==> src/rtl/mul_seq32_pkg.sv <==
// Shared definitions for the sequential 32x32 shift-add multiplier.
package mul_seq32_pkg;

    localparam int         WIDTH_DEF = 32;
    localparam logic [4:0] ITER_LAST = 5'd31;

    typedef enum logic [1:0] {
        IDLE = 2'd0,
        BUSY = 2'd1,
        NEG  = 2'd2,
        DONE = 2'd3
    } state_t;

endpackage

==> src/rtl/mul_seq32_csa32.sv <==
// 32-bit carry-select adder: the low half ripples, and the high half is
// precomputed for both carry-in values and picked by the low-half carry.
module csa32 (
    input  logic [31:0] a,
    input  logic [31:0] b,
    input  logic        c_in,
    output logic [31:0] sum,
    output logic        c_out
);

    logic [16:0] lo_s;
    logic [16:0] hi_s0;
    logic [16:0] hi_s1;

    assign lo_s  = {1'b0, a[15:0]}  + {1'b0, b[15:0]}  + {16'b0, c_in};
    assign hi_s0 = {1'b0, a[31:16]} + {1'b0, b[31:16]};
    assign hi_s1 = {1'b0, a[31:16]} + {1'b0, b[31:16]} + 17'd1;

    assign sum   = {(lo_s[16] ? hi_s1[15:0] : hi_s0[15:0]), lo_s[15:0]};
    assign c_out = lo_s[16] ? hi_s1[16] : hi_s0[16];

endmodule

==> src/rtl/mul_seq32.sv <==
// Sequential multiplier: magnitudes are multiplied by 32 shift-add steps,
// then the 64-bit result is negated once if the operand signs differed.
// Latency from accept to out_valid is a fixed 33 cycles.
module mul_seq32
    import mul_seq32_pkg::*;
#(
    parameter int WIDTH = WIDTH_DEF
) (
    input  logic             clk,
    input  logic             rst_n,
    input  logic             in_valid,
    output logic             in_ready,
    input  logic [WIDTH-1:0] a,
    input  logic [WIDTH-1:0] b,
    input  logic             op_signed,
    output logic             out_valid,
    input  logic             out_ready,
    output logic [WIDTH-1:0] prod_hi,
    output logic [WIDTH-1:0] prod_lo,
    output logic             busy
);

    localparam logic [WIDTH-1:0]   ONE  = 1;
    localparam logic [2*WIDTH-1:0] ONE2 = 1;

    state_t           state, state_nxt;
    logic [4:0]       cnt;
    logic [WIDTH-1:0] acc_hi, lo, mag_a;
    logic             neg;

    logic [WIDTH-1:0]   mag_in_a, mag_in_b, addend, sum;
    logic               cout;
    logic [2*WIDTH-1:0] prod_neg;

    // Unsigned magnitudes; -2^31 maps to 0x8000_0000 without overflow.
    assign mag_in_a = (op_signed && a[WIDTH-1]) ? (~a + ONE) : a;
    assign mag_in_b = (op_signed && b[WIDTH-1]) ? (~b + ONE) : b;

    assign addend   = lo[0] ? mag_a : '0;
    assign prod_neg = ~{acc_hi, lo} + ONE2;

    csa32 u_add (
        .a     (acc_hi),
        .b     (addend),
        .c_in  (1'b0),
        .sum   (sum),
        .c_out (cout)
    );

    assign prod_hi = acc_hi;
    assign prod_lo = lo;

    // State register.
    always_ff @(posedge clk or negedge rst_n) begin
        if (!rst_n) state <= IDLE;
        else        state <= state_nxt;
    end

    // Next-state and handshake outputs.
    always_comb begin
        state_nxt = state;
        in_ready  = 1'b0;
        out_valid = 1'b0;
        busy      = 1'b1;
        case (state)
            IDLE: begin
                in_ready = 1'b1;
                busy     = 1'b0;
                if (in_valid) state_nxt = BUSY;
            end
            BUSY: if (cnt == ITER_LAST) state_nxt = NEG;
            NEG:  state_nxt = DONE;
            DONE: begin
                out_valid = 1'b1;
                if (out_ready) state_nxt = IDLE;
            end
            default: state_nxt = IDLE;
        endcase
    end

    // Datapath: operand capture, one shift-add per BUSY cycle, sign fixup.
    always_ff @(posedge clk or negedge rst_n) begin
        if (!rst_n) begin
            cnt    <= '0;
            acc_hi <= '0;
            lo     <= '0;
            mag_a  <= '0;
            neg    <= 1'b0;
        end else begin
            case (state)
                IDLE: if (in_valid) begin
                    mag_a  <= mag_in_a;
                    lo     <= mag_in_b;
                    acc_hi <= '0;
                    cnt    <= '0;
                    neg    <= op_signed && (a[WIDTH-1] ^ b[WIDTH-1]);
                end
                BUSY: begin
                    // Carry-out lands in the top bit so the product stays exact.
                    {acc_hi, lo} <= {cout, sum, lo[WIDTH-1:1]};
                    cnt          <= cnt + 5'd1;
                end
                NEG: if (neg) {acc_hi, lo} <= prod_neg;
                default: ;
            endcase
        end
    end

endmodule

==> config.mk <==
export PLATFORM = sky130hd
export DESIGN_NAME = mul_seq32
export DESIGN_NICKNAME = d
export VERILOG_FILES = /design/src/rtl/mul_seq32_pkg.sv /design/src/rtl/mul_seq32_csa32.sv /design/src/rtl/mul_seq32.sv
export SDC_FILE = /design/constraint.sdc
export NUM_CORES = 1
export LEC_CHECK = 0
export ABC_CLOCK_PERIOD_IN_PS = 3700
export BUFFER_PORTS_ARGS = -buffer_cell sky130_fd_sc_hd__buf_2
export CAP_MARGIN = 40
export CORE_ASPECT_RATIO = 1.1
export CORE_UTILIZATION = 30
export CTS_BUF_LIST = sky130_fd_sc_hd__clkbuf_4 sky130_fd_sc_hd__clkbuf_8 sky130_fd_sc_hd__clkbuf_16
export CTS_CLUSTER_DIAMETER = 80
export DETAILED_ROUTE_END_ITERATION = 8
export RECOVER_POWER = 100
export SLEW_MARGIN = 20
export SYNTH_ARGS = -nofsm -noshare
export SYNTH_HDL_FRONTEND = slang
export SYNTH_SLANG_ARGS = --single-unit
==> constraint.sdc <==
create_clock -name clk -period 3.7 [get_ports clk]
set_input_delay 0.185 -clock clk [delete_from_list [all_inputs] [get_ports clk]]
set_output_delay 0.185 -clock clk [all_outputs]
set_load 0.03 [all_outputs]
# Yosys cells after proc, flatten, opt, wreduce, memory -nomap -nowiden
# Index checks and enable logic that the tools add are counted.
[totals]
reg_bits = 104
latch_bits = 0
ram_bits = 0
rom_bits = 0
in_bits = 69
out_inout_bits = 67
n_memories = 0
[op_classes]
add_sub_neg = 7
multipliers = 0
div_mod_pow = 0
order_cmp = 0
n_eq_ne = 8
shifts = 0
n_mux = 20
bitwise_logic = 4
reduce_logical = 10
[ops]
columns = ["operator", "count"]
rows = [
  ["$mux W32", 7],
  ["$pmux W32 S3", 2],
  ["$add A32 B1 Y32 const B", 2],
  ["$add A64 B1 Y64 const B", 1],
  ["$not A32 Y32", 2],
  ["$not A64 Y64", 1],
  ["$add A16 B16 Y17", 2],
  ["$add A17 B1 Y17 const B", 1],
  ["$mux W16", 1],
  ["$pmux W5 S2", 1],
  ["$ne A2 B2 Y1 const B", 4],
  ["$pmux W2 S4", 1],
  ["$mux W2", 3],
  ["$reduce_and A3 Y1", 2],
  ["$add A5 B1 Y5 const B", 1],
  ["$eq A5 B5 Y1 const B", 1],
  ["$mux W5", 1],
  ["$eq A2 B2 Y1 const B", 2],
  ["$mux W1", 4],
  ["$reduce_and A2 Y1", 2],
  ["$logic_and A1 B1 Y1", 3],
  ["$reduce_bool A3 Y1", 1],
  ["$eq A2 B1 Y1 const B", 1],
  ["$logic_not A2 Y1", 1],
  ["other kinds (2)", 2],
]

# Longest topological paths before layout
# Gate-level depths: netlist (run 1).
[logic_depth]
depth_word = 5
depth_mapped = 15

# By module
# Synthesis (run 1) repeated with hierarchy kept, for this count alone.
[hier_totals]
hier_cells = 1224
area_unflattened_um2 = 9610.5
[by_module_without_submodules]
columns = ["mod", "n_inst", "cells_each", "area_per_inst_um2", "seq_area_each_um2"]
rows = [
  ["mul_seq32", 1, 976, 7746.2, 2602.5],
  ["csa32", 1, 248, 1864.3, 0.0],
]

# Least setup slack after synthesis (run 1)
# No wires, ideal clock.
[synth_path]
kind = "register -> register"
from = "reg lo[0] (netlist: prod_lo[0])"
to = "reg acc_hi[29] (netlist: prod_hi[29])"
setup_ns = 0.126
arrival_time_ns = 3.511
slack_ns = 0.063
stages_incl_launch_ff = 16
synth_period_minus_slack_ns = 3.637
path_cell_list = "dfrtp_1 -> clkbuf_1 -> clkbuf_1 -> and2_1 -> ha_1 -> inv_1 -> fa_1 -> nor2b_1 -> o2111ai_1 -> and3_1 -> nor4_1 -> nand4_1 -> nor3b_1 -> nand2_1 -> xnor2_1 -> a221o_1"
[synth_via]
elab_chain_cells = 5
elab_cells_between_ends = 9
classes_between = "4 x add/sub; 4 x mux; 1 x bitwise"
[synth_lines]
columns = ["item", "line", "text"]
rows = [
  ["start, declared", "mul_seq32.sv:28", "logic [WIDTH-1:0] acc_hi, lo, mag_a;"],
  ["start signal, assigned", "mul_seq32.sv:93", "lo <= mag_in_b;"],
  ["start signal, assigned", "mul_seq32.sv:100", "{acc_hi, lo} <= {cout, sum, lo[WIDTH-1:1]};"],
  ["start signal, assigned", "mul_seq32.sv:103", "NEG: if (neg) {acc_hi, lo} <= prod_neg;"],
  ["$mux W32", "mul_seq32.sv:39", "assign addend = lo[0] ? mag_a : '0;"],
  ["$add A16 B16 Y17", "mul_seq32_csa32.sv:16, mul_seq32_csa32.sv:17", ""],
  ["$add A17 B1 Y17", "mul_seq32_csa32.sv:17", "assign hi_s1 = {1'b0, a[31:16]} + {1'b0, b[31:16]} + 17'd1;"],
  ["$mux W16", "mul_seq32_csa32.sv:19", "assign sum = {(lo_s[16] ? hi_s1[15:0] : hi_s0[15:0]), lo_s[15:0]};"],
  ["$pmux W32 S3 (*)", "mul_seq32.sv:90", "case (state)"],
  ["end signal, assigned", "mul_seq32.sv:100", ""],
  ["end signal, assigned", "mul_seq32.sv:103", ""],
  ["end, declared", "mul_seq32.sv:28", ""],
]
# Every way passes the cells marked *; elsewhere a longest branch is shown, timed or not. The select of a mux whose other input is x is not followed.
# A chain may end at the register's enable or synchronous reset.

# Worst setup path after layout (run 1)
# Ends and elaborated chain as after synthesis.

==> summary.md, run 1 <==
| Metric | Value |
|---|---|
| Worst-path clk slew | `0.08 ns` |
| Synth area leaders | `dfrtp_1 29%, o21ai_0 8.8%, nand2_1 6.2%` |
| Distinct cells, synth | `67` |
| Cell Rows | `66` |
| # clock sinks | `104` |
| WP data arrival | `3.63 ns` |
| Largest net degree at the start of global routing | `57` |
| WL/cell | `around 17 µm` |
| #FFs+latches synth | `roughly 100` |
| Initial antenna violation count | `0` |
| Synth area leader | `dfrtp_1` |
| Routed WL | `roughly 28,000 µm` |
| Placed cell areas | `0.0102 mm²` |
| Yosys Warn Count | `0` |
| Worst hold path class | `input pin to flip-flop` |
| FF/Latch Area | `0.00260 mm²` |
| Die H | `between 150 and 200 µm` |
| Grt total ovfl | `0` |
| Outcome | `complete, but fails checks` |
| CP bufs+invs | `1` |
| Core Box Area | `0.0296 mm²` |
| Hold Path Origin | `a[17]` |
| Top Family by Delay on Critical Path | `compound AO/OA/AOI/OAI gates` |
| H-tree depth | `3` |
| Slew Viols, Final | `54` |
| Starting Density | `30.5%` |
| CP Capture Type | `flip-flop` |
| Die extent in x | `167 µm` |
| Number of port buffers | `135` |
| Least-Margin Pin Slew | `1.81 ns` |
| Share of cells above drive strength 1 | `between 9 and 10%` |
| Setup-failing EPs final | `0` |
| Post-route ant nets | `0` |
| Hold Fails Final Rpt | `0` |
| Routed vias/inst | `between 5 and 6` |
| Static leakage | `between 4 and 5 nW` |
| Post-Synthesis Cells | `approximately 1,200` |
| Max-Cap Viols | `1` |
| Max incr delay on CP | `0.44 ns` |
| Area Overhead vs Synth | `15.4%` |
| Syn_area_per_cell | `roughly 7.8 µm²` |
| Mapped Area | `0.00902 mm²` |
| Post-route design area | `0.0104 mm²` |
| DR DRC count | `0` |
| Post-synth EDFFs | `0` |
| Primary FF master, synth | `dfrtp_1` |
| Crit path from | `prod_lo[0]` |
| Fin nets | `1,399` |
| Yosys top cell area share | `28.8%` |
| Critical path type | `flip-flop to flip-flop` |
| Cell with the largest stage delay on the worst path | `dfrtp_1` |
| Total number of vias | `9,153` |
| Achievable Freq | `approximately 0.30 GHz` |
| WP data required | `3.95 ns` |
| Total track usage | `18.1%` |
| Startpoint types | `flip-flop` |
| Post-synthesis sequential area ratio | `~29%` |
| Setup tns final | `0 ns` |
| Setup Skew | `0.0131 ns` |
| Worst vdd ir | `0.464 mV` |
| Period minus WS final | `3.38 ns` |
| Root Buffer | `clkbuf_16` |
| Io pins | `136` |
| CTS tree | `built` |
| P per Cell Area | `808 mW/mm²` |
| Multi-input gate area | `0.00613 mm²` |
| Antenna diodes | `0` |
| Drt pass-1 iters | `5` |
| Post-DP HPWL | `21,500 µm` |
| CTS Buf Count | `9` |
| RD Place Congestion | `0.883` |
| Critical R2R Launch | `prod_lo[0]` |
| Die area | `0.0308 mm²` |
| Skew-Pair Late Insertion Delay | `0.37 ns` |
| Worst-path fanout max | `8` |
| Vias in the first global route | `8,532` |
| Syn nets | `1,276` |
| RSZ-0062 raised after global routing | `no` |
| Async S/R FF share, synth | `100%` |
| Failing checks | `capacitance limit, slew limit` |
| First-pass GRT wire length | `44,700 µm` |
| Max Buffers Root-to-Sink | `2` |
| Initial drt markers | `608` |
| CP cell instances | `and2_0 > ha_1 > inv_1 > fa_1 > nor2b_1 > o31ai_1 > a211o_1 > o311ai_0 > or3_1 > nor3_1 > nand2_1 > xnor2_1 > a221o_1` |
| Slew HR | `-21.0%` |
| Number of buffers added for setup after CTS | `0` |
| Final period util | `between 90% and 100%` |
| Fillers | `roughly 3,200` |
## cell usage after synthesis, drive strengths merged, types with 8 or more instances
cell type    n
o21ai      158
nand2      150
dfrtp      104
nor2        88
a21oi       70
xor2        63
xnor2       53
nor3        51
clkbuf      47
ha          42
and2        37
nor4        22
or3         21
inv         19
o211ai      19
a21o        18
or4         14
nand2b      13
a211oi      12
nand3       12
o31ai       11
a22oi       10
and3        10
nor2b       10
buf          8
nand4        8
## worst min-delay path: stages
cell and delay (ns):
buf_2 0.10, xnor2_1 0.11, o21ai_0 0.07
## power by group
group	switching, W	internal (W)
registers	0.000622	0.00163
clock network	0.000508	0.000541
logic	0.00332	0.00180
## sequential cells by signal, indices dropped and copies added (netlist names)
signal   flops
prod_lo     32
state        2
prod_hi     32
cnt          5
mag_a       32
neg          1
## area by class of cell
class	instances	share of cell area, %
multi-input combinational	984	58.9
sequential	104	25.0
timing repair buffer	167	7.92
tap	374	4.49
clock buffer	9	2.16
clock inverter	7	0.829
inverter	20	0.721
## final timing paths
check                         endpoint  slack, ns  cells after the start
min reg2reg                  mag_a[12]       0.48                      2
max in group asynchronous    mag_a[27]       1.39                      4
max                        prod_hi[29]       0.32                     13
min                          mag_a[17]       0.13                      3
min in group asynchronous  prod_lo[19]       0.45                      2
max reg2reg                prod_hi[29]       0.32                     13
## layer usage
layer	wire (µm)	vias up	global-route usage [%]	share of wire, %
met5	0	-	0	0
met3	955	49	2.13	3.4
met4	1030	0	8.84	3.7
li1	-	4487	-	-
met2	14100	188	31.5	50
met1	12000	4429	22.2	43
## kinds of logic (layout without fill, tap and decap cells)
logic type / count (synthesis) / count (layout) / synth area share, %
AO/OA/AOI/OAI: 366 / 366 / 24.8
flip-flops: 104 / 104 / 28.8
adder cells (fa/ha/maj): 44 / 44 / 6.27
XOR/XNOR: 116 / 116 / 11.3
AND/OR/NAND/NOR: 451 / 451 / 24.8
multiplexers: 7 / 7 / 0.818
buffers and inverters: 75 / 203 / 3.18
## stage by stage
step	setup slack (ns)	hold slack (ns)	util, %	std cells	power, W
2_1_floorplan	0.0627	-0.111	-	1163	0.00589
3_3_place_gp	0.403	0.342	34.5	1645	0.00738
3_5_place_dp	0.333	0.0697	34.6	1647	0.00747
4_1_cts	0.299	0.123	35.7	1664	0.00854
5_1_grt	0.0179	0.128	35.2	1665	0.00915
6_report	0.322	0.129	35.2	1665	0.00842
## placed cells by master, fill, tap and decap left out, drive strengths merged, types with 7 or more instances in the layout
cell / synthesis / layout
and3: 10 / 10
ha: 42 / 42
a21oi: 70 / 70
a211oi: 12 / 12
a21o: 18 / 18
a31oi: 7 / 7
or3: 21 / 21
xor2: 63 / 63
dfrtp: 104 / 104
nor3: 51 / 51
o21a: 7 / 7
o41ai: 7 / 7
nor2b: 10 / 10
and2: 37 / 37
a22oi: 10 / 10
inv: 19 / 22
nand2: 150 / 150
o31ai: 11 / 11
nand3: 12 / 12
nand2b: 13 / 13
or4: 14 / 14
nor4: 22 / 22
nand4: 8 / 8
clkbuf: 47 / 84
nor2: 88 / 88
buf: 8 / 91
o211ai: 19 / 19
o21ai: 158 / 158
xnor2: 53 / 53
## repair_timing
action                                  CTS  global route
hold endpoints to repair                 22             0
endpoints found under the setup margin    0             1
hold buffers                              1             0
gates resized for setup                   0             1
(Power assumes the default switching activity.)
==> run 2: changes to the inputs <==
--- a/config.mk
+++ b/config.mk
@@ -6,13 +6,13 @@
 export NUM_CORES = 1
 export LEC_CHECK = 0
 export ABC_CLOCK_PERIOD_IN_PS = 3700
-export BUFFER_PORTS_ARGS = -buffer_cell sky130_fd_sc_hd__buf_2
 export CAP_MARGIN = 40
 export CORE_ASPECT_RATIO = 1.1
 export CORE_UTILIZATION = 30
 export CTS_BUF_LIST = sky130_fd_sc_hd__clkbuf_4 sky130_fd_sc_hd__clkbuf_8 sky130_fd_sc_hd__clkbuf_16
 export CTS_CLUSTER_DIAMETER = 80
 export DETAILED_ROUTE_END_ITERATION = 8
+export DONT_BUFFER_PORTS = 1
 export RECOVER_POWER = 100
 export SLEW_MARGIN = 20
 export SYNTH_ARGS = -nofsm -noshare
==> summary.md, run 2 (synthesis results as in run 1) <==
| Metric | Value |
|---|---|
| Outcome | `complete, but fails checks` |
| Failing checks | `capacitance limit, slew limit` |
| WL/cell | `17.8 µm` |
| Period minus WS final | `3.42 ns` |
| First-pass GRT wire length | `43,500 µm` |
| Worst-path clk slew | `0.09 ns` |
| Post-DP HPWL | `21,200 µm` |
| Grt total ovfl | `0` |
| Initial antenna violation count | `0` |
| Post-route ant nets | `0` |
| Startpoint types | `flip-flop` |
| Root Buffer | `clkbuf_16` |
| Commonest non-fill, non-tap cell in the layout | `o21ai_0` |
| WP data required | `3.99 ns` |
| Final period util | `92.3%` |
| Die area | `approximately 0.03 mm²` |
| CTS Buf Count | `9` |
| Cell Rows | `66` |
| Largest net degree at the start of global routing | `105` |
| DR DRC count | `0` |
| # clock sinks | `104` |
| Slew Viols, Final | `105` |
| Hold Slack | `about 0.013 ns` |
| Routed vias/inst | `approximately 5.5` |
| Hold Fails Final Rpt | `0` |
| Vias in the first global route | `8,143` |
| Number of port buffers | `0` |
| Max Buffers Root-to-Sink | `2` |
| Skew-Pair Late Insertion Delay | `0.37 ns` |
| Worst-path fanout max | `7` |
| Max-Cap Viols | `1` |
| Worst Setup Slack, final | `0.284 ns` |
| Total track usage | `17.9%` |
| CP Capture Type | `flip-flop` |
| Antenna diodes | `0` |
| Routed WL | `27,800 µm` |
| Core Box Area | `0.0296 mm²` |
| Drt pass-1 iters | `6` |
| Most frequent cells in the layout | `158 x o21ai_0, 150 x nand2_1, 104 x dfrtp_1, 88 x nor2_1, 70 x a21oi_1` |
| Io pins | `136` |
| Area Overhead vs Synth | `10.1%` |
| Fillers | `3,139` |
| Slew HR | `-87.9%` |
| P per Cell Area | `836 mW/mm²` |
| Worst slack, placed | `~0.13 ns` |
| Static leakage | `about 4 nW` |
| Worst vdd ir | `0.418 mV` |
| Achievable Freq | `0.293 GHz` |
| Share of cells above drive strength 1 | `4.82%` |
| Fin nets | `1,291` |
| Initial drt markers | `607` |
| Critical path type | `flip-flop to flip-flop` |
| RD Place Congestion | `0.893` |
| Worst hold path class | `input pin to flip-flop` |
| Die H | `184 µm` |
| Setup-failing EPs final | `0` |
| Total number of vias | `8,612` |
| H-tree depth | `3` |
| CTS tree | `built` |
| Setup Skew | `0.0143 ns` |
| WP data arrival | `around 3.7 ns` |
| Die extent in x | `167 µm` |
| Least-Margin Pin Slew | `about 2.8 ns` |
| Starting Density | `30.5%` |
## run 2: changes by cell type in the layout (fill, tap and decap cells not counted), moves of 2 or more
cell      before  now
buf_2         66    0
clkbuf_1      73   38
buf_4         24   16
nor3_1        49   47
nor3_2         2    4
## run 2: area by class of cell
| class | count | area [µm²] | area share (%) |
|---|---|---|---|
| repair buffers | 59 | 313 | 3.15 |
| clock buffers | 9 | 225 | 2.27 |
| clock inverters | 6 | 97.6 | 0.982 |
| well taps | 374 | 468 | 4.71 |
| flip-flops and latches | 104 | 2600 | 26.2 |
| multi-input cells | 984 | 6160 | 61.9 |
| inverters | 20 | 75.1 | 0.755 |
## run 2: per-layer routing
layer  track usage (%)  up-vias  part of all wire, %
met4              7.89        0                  3.5
met2              31.9      176                   50
met5                 0        -                    0
li1                  -     4255                    -
met3              4.13       49                  5.4
met1              20.3     4132                   41
## run 2: what timing repair did
| item | in CTS | in global routing |
|---|---|---|
| buffers inserted | 0 | 1 |
| hold buffers | 3 | 0 |
| setup endpoints to repair | 0 | 7 |
| resized for setup | 0 | 5 |
| hold endpoints to repair | 105 | 0 |
## run 2: worst max-delay path, cell delays in order (launching register included)
cell and delay (ns):
dfrtp_1 0.57, or4_1 0.52, or4_1 0.48, nor4_1 0.34, nand3_1 0.30, or3_1 0.48
or2_1 0.27, o21ai_0 0.18, a21oi_1 0.10, o21ai_0 0.10
## run 2: final timing paths
kind	startpoint	endpoint	slack, ns	depth (start not counted)
min in group asynchronous	rst_n	prod_lo[22]	1.22	2
max in group asynchronous	rst_n	mag_a[13]	0.81	2
min	a[12]	mag_a[12]	0.01	2
max reg2reg	prod_hi[5]	prod_hi[30]	0.28	9
max	prod_hi[5]	prod_hi[30]	0.28	9
min reg2reg	mag_a[31]	mag_a[31]	0.48	2
## run 2: where the power goes
part           leakage, nW  switching [W]  internal, W
clock network        0.158       0.000485     0.000602
logic                 2.52        0.00318      0.00173
registers             1.32       0.000698      0.00162
## run 2: metrics by stage
step	setup TNS [ns]	cells	power (W)	cell area, µm²	utilization, %
2_1_floorplan	0	1163	0.00589	9020	-
3_3_place_gp	0	1536	0.00730	9710	32.8
3_5_place_dp	0	1537	0.00738	9730	32.9
6_report	0	1556	0.00831	9940	33.6
4_1_cts	0	1555	0.00853	10100	34.2
5_1_grt	-0.0376	1556	0.00902	9940	33.6
==> run 3: changes to the inputs <==
--- a/config.mk
+++ b/config.mk
@@ -8,6 +8,7 @@
 export ABC_CLOCK_PERIOD_IN_PS = 3700
 export CAP_MARGIN = 40
 export CORE_ASPECT_RATIO = 1.1
+export CORE_MARGIN = 4
 export CORE_UTILIZATION = 30
 export CTS_BUF_LIST = sky130_fd_sc_hd__clkbuf_4 sky130_fd_sc_hd__clkbuf_8 sky130_fd_sc_hd__clkbuf_16
 export CTS_CLUSTER_DIAMETER = 80
==> summary.md, run 3 (synthesis results as in run 1) <==
| Metric | Value |
|---|---|
| Multi-input gate area | `0.00616 mm²` |
| Routed WL | `~28,000 µm` |
| Fillers | `3,054` |
| Startpoint types | `flip-flop` |
| Number of buffers added for setup after CTS | `0` |
| Critical path type | `flip-flop to flip-flop` |
| Failing checks | `capacitance limit, slew limit` |
| DR DRC count | `0` |
| Initial antenna violation count | `0` |
| Largest net degree at the start of global routing | `105` |
| # clock sinks | `roughly 100` |
| Post-DP HPWL | `21,900 µm` |
| Setup-failing EPs final | `0` |
| Drt pass-1 iters | `5` |
| Worst-path fanout max | `7` |
| Hold Slack | `0.0142 ns` |
| WP data arrival | `3.79 ns` |
| Skew-Pair Late Insertion Delay | `about 0.37 ns` |
| RD Place Congestion | `0.911` |
| Share of cells above drive strength 1 | `5.99%` |
| RSZ-0062 raised after global routing | `yes` |
| Core Box Area | `approximately 0.030 mm²` |
| Final core occ | `33.8%` |
| Die H | `roughly 190 µm` |
| FF/Latch Area | `0.00260 mm²` |
| Vias in the first global route | `8,400` |
| Final period util | `94.2%` |
| CP cell instances | `or4_1 > or4_1 > nor4_1 > nand3_1 > or3_4 > or2_1 > o21ai_0 > a21oi_1 > o21ai_0` |
| Worst hold path class | `input pin to flip-flop` |
| First-pass GRT wire length | `44,900 µm` |
| Reg2Reg Setup Slack | `0.21 ns` |
| Fin nets | `1,294` |
| Outcome | `complete, but fails checks` |
| Io pins | `between 100 and 150` |
| Static leakage | `4.06 nW` |
| Hold Fails Final Rpt | `0` |
| Initial drt markers | `between 500 and 600` |
| Slew HR | `-85.7%` |
| CP bufs+invs | `0` |
| Post-route ant nets | `0` |
| Die extent in x | `173 µm` |
| Max-Cap Viols | `1` |
| Achievable Freq | `0.287 GHz` |
| WP data required | `4.00 ns` |
| Total track usage | `between 10% and 20%` |
| Grt total ovfl | `0` |
| Total number of vias | `roughly 8,700` |
| WL/cell | `18.2 µm` |
| Antenna diodes | `0` |
| H-tree depth | `3` |
| Root Buffer | `clkbuf_16` |
| CTS Buf Count | `9` |
| Setup Skew | `0.0120 ns` |
| Commonest non-fill, non-tap cell in the layout | `o21ai_0` |
| Area Overhead vs Synth | `10.9%` |
| P per Cell Area | `833 mW/mm²` |
| Die area | `0.0329 mm²` |
| Routed vias/inst | `5.57` |
| Most frequent cells in the layout | `158 x o21ai_0, 149 x nand2_1, 104 x dfrtp_1, 88 x nor2_1, 70 x a21oi_1` |
| Period minus WS final | `3.49 ns` |
| Least-Margin Pin Slew | `roughly 2.8 ns` |
| Number of port buffers | `0` |
| CTS tree | `built` |
| Top Family by Delay on Critical Path | `simple AND/OR/NAND/NOR gates` |
| Max incr delay on CP | `0.57 ns` |
| Worst vdd ir | `0.478 mV` |
| Slew Viols, Final | `~110` |
| Starting Density | `30.4%` |
| Cell Rows | `66` |
| CP Capture Type | `flip-flop` |
| Cell with the largest stage delay on the worst path | `dfrtp_1` |
| Worst-path clk slew | `around 0.080 ns` |
| Max Buffers Root-to-Sink | `2` |
-- run 3: metal layers --
metal | GRT usage [%] | share of wire (%) | up-vias
li1 | - | - | 4272
met1 | 19.3 | 40 | 4142
met2 | 29.7 | 50 | 210
met3 | 3.82 | 5.0 | 61
met4 | 8.41 | 4.6 | 0
met5 | 0 | 0 | -
-- run 3: report_power, final --
part / leakage [nW] / switching, W / internal [W]
registers: 1.32 / 0.000737 / 0.00162
logic: 2.59 / 0.00318 / 0.00176
clock network: 0.145 / 0.000493 / 0.000543
-- run 3: per-stage QoR --
step                       TNS, ns  setup WS (ns)  total power, W  std cells  area (µm²)
after CTS                        0          0.223         0.00849       1560       10100
after floorplan                  0         0.0627         0.00589       1163        9020
after global placement           0          0.349         0.00728       1536        9700
final                            0          0.213         0.00833       1560       10000
after detailed placement         0          0.225         0.00738       1537        9720
after global routing      -0.00151       -0.00151         0.00906       1560       10000
-- run 3: layout make-up --
type / instances / share of cell area [%]
clock buffer: 10 / 2.33
clock inverter: 6 / 0.738
multi-input combinational: 984 / 61.6
inverter: 20 / 0.750
timing repair buffer: 62 / 3.93
tap: 374 / 4.68
sequential: 104 / 26.0
-- run 3: final timing paths --
kind,start,endpoint,cells after the start
setup / recovery,prod_hi[5],prod_hi[30],9
hold / removal,a[9],mag_a[9],2
setup reg to reg,prod_hi[5],prod_hi[30],9
hold reg to reg,mag_a[20],mag_a[20],2
max in group asynchronous,rst_n,mag_a[8],2
min in group asynchronous,rst_n,prod_lo[15],2
-- run 3: worst reg2reg max path: stages, from the launching register on --
cell and delay, ns:
dfrtp_1 0.57, or4_1 0.53, or4_1 0.49, nor4_1 0.36, nand3_1 0.33, or3_4 0.46, or2_1 0.26, o21ai_0 0.21
a21oi_1 0.11, o21ai_0 0.10
-- run 3: repair_timing --
item / 4_1_cts / 5_1_grt
endpoints found under the setup margin: 0 / 3
endpoints found under the hold margin: 109 / 0
hold buffers: 7 / 0
gates resized for setup: 0 / 3
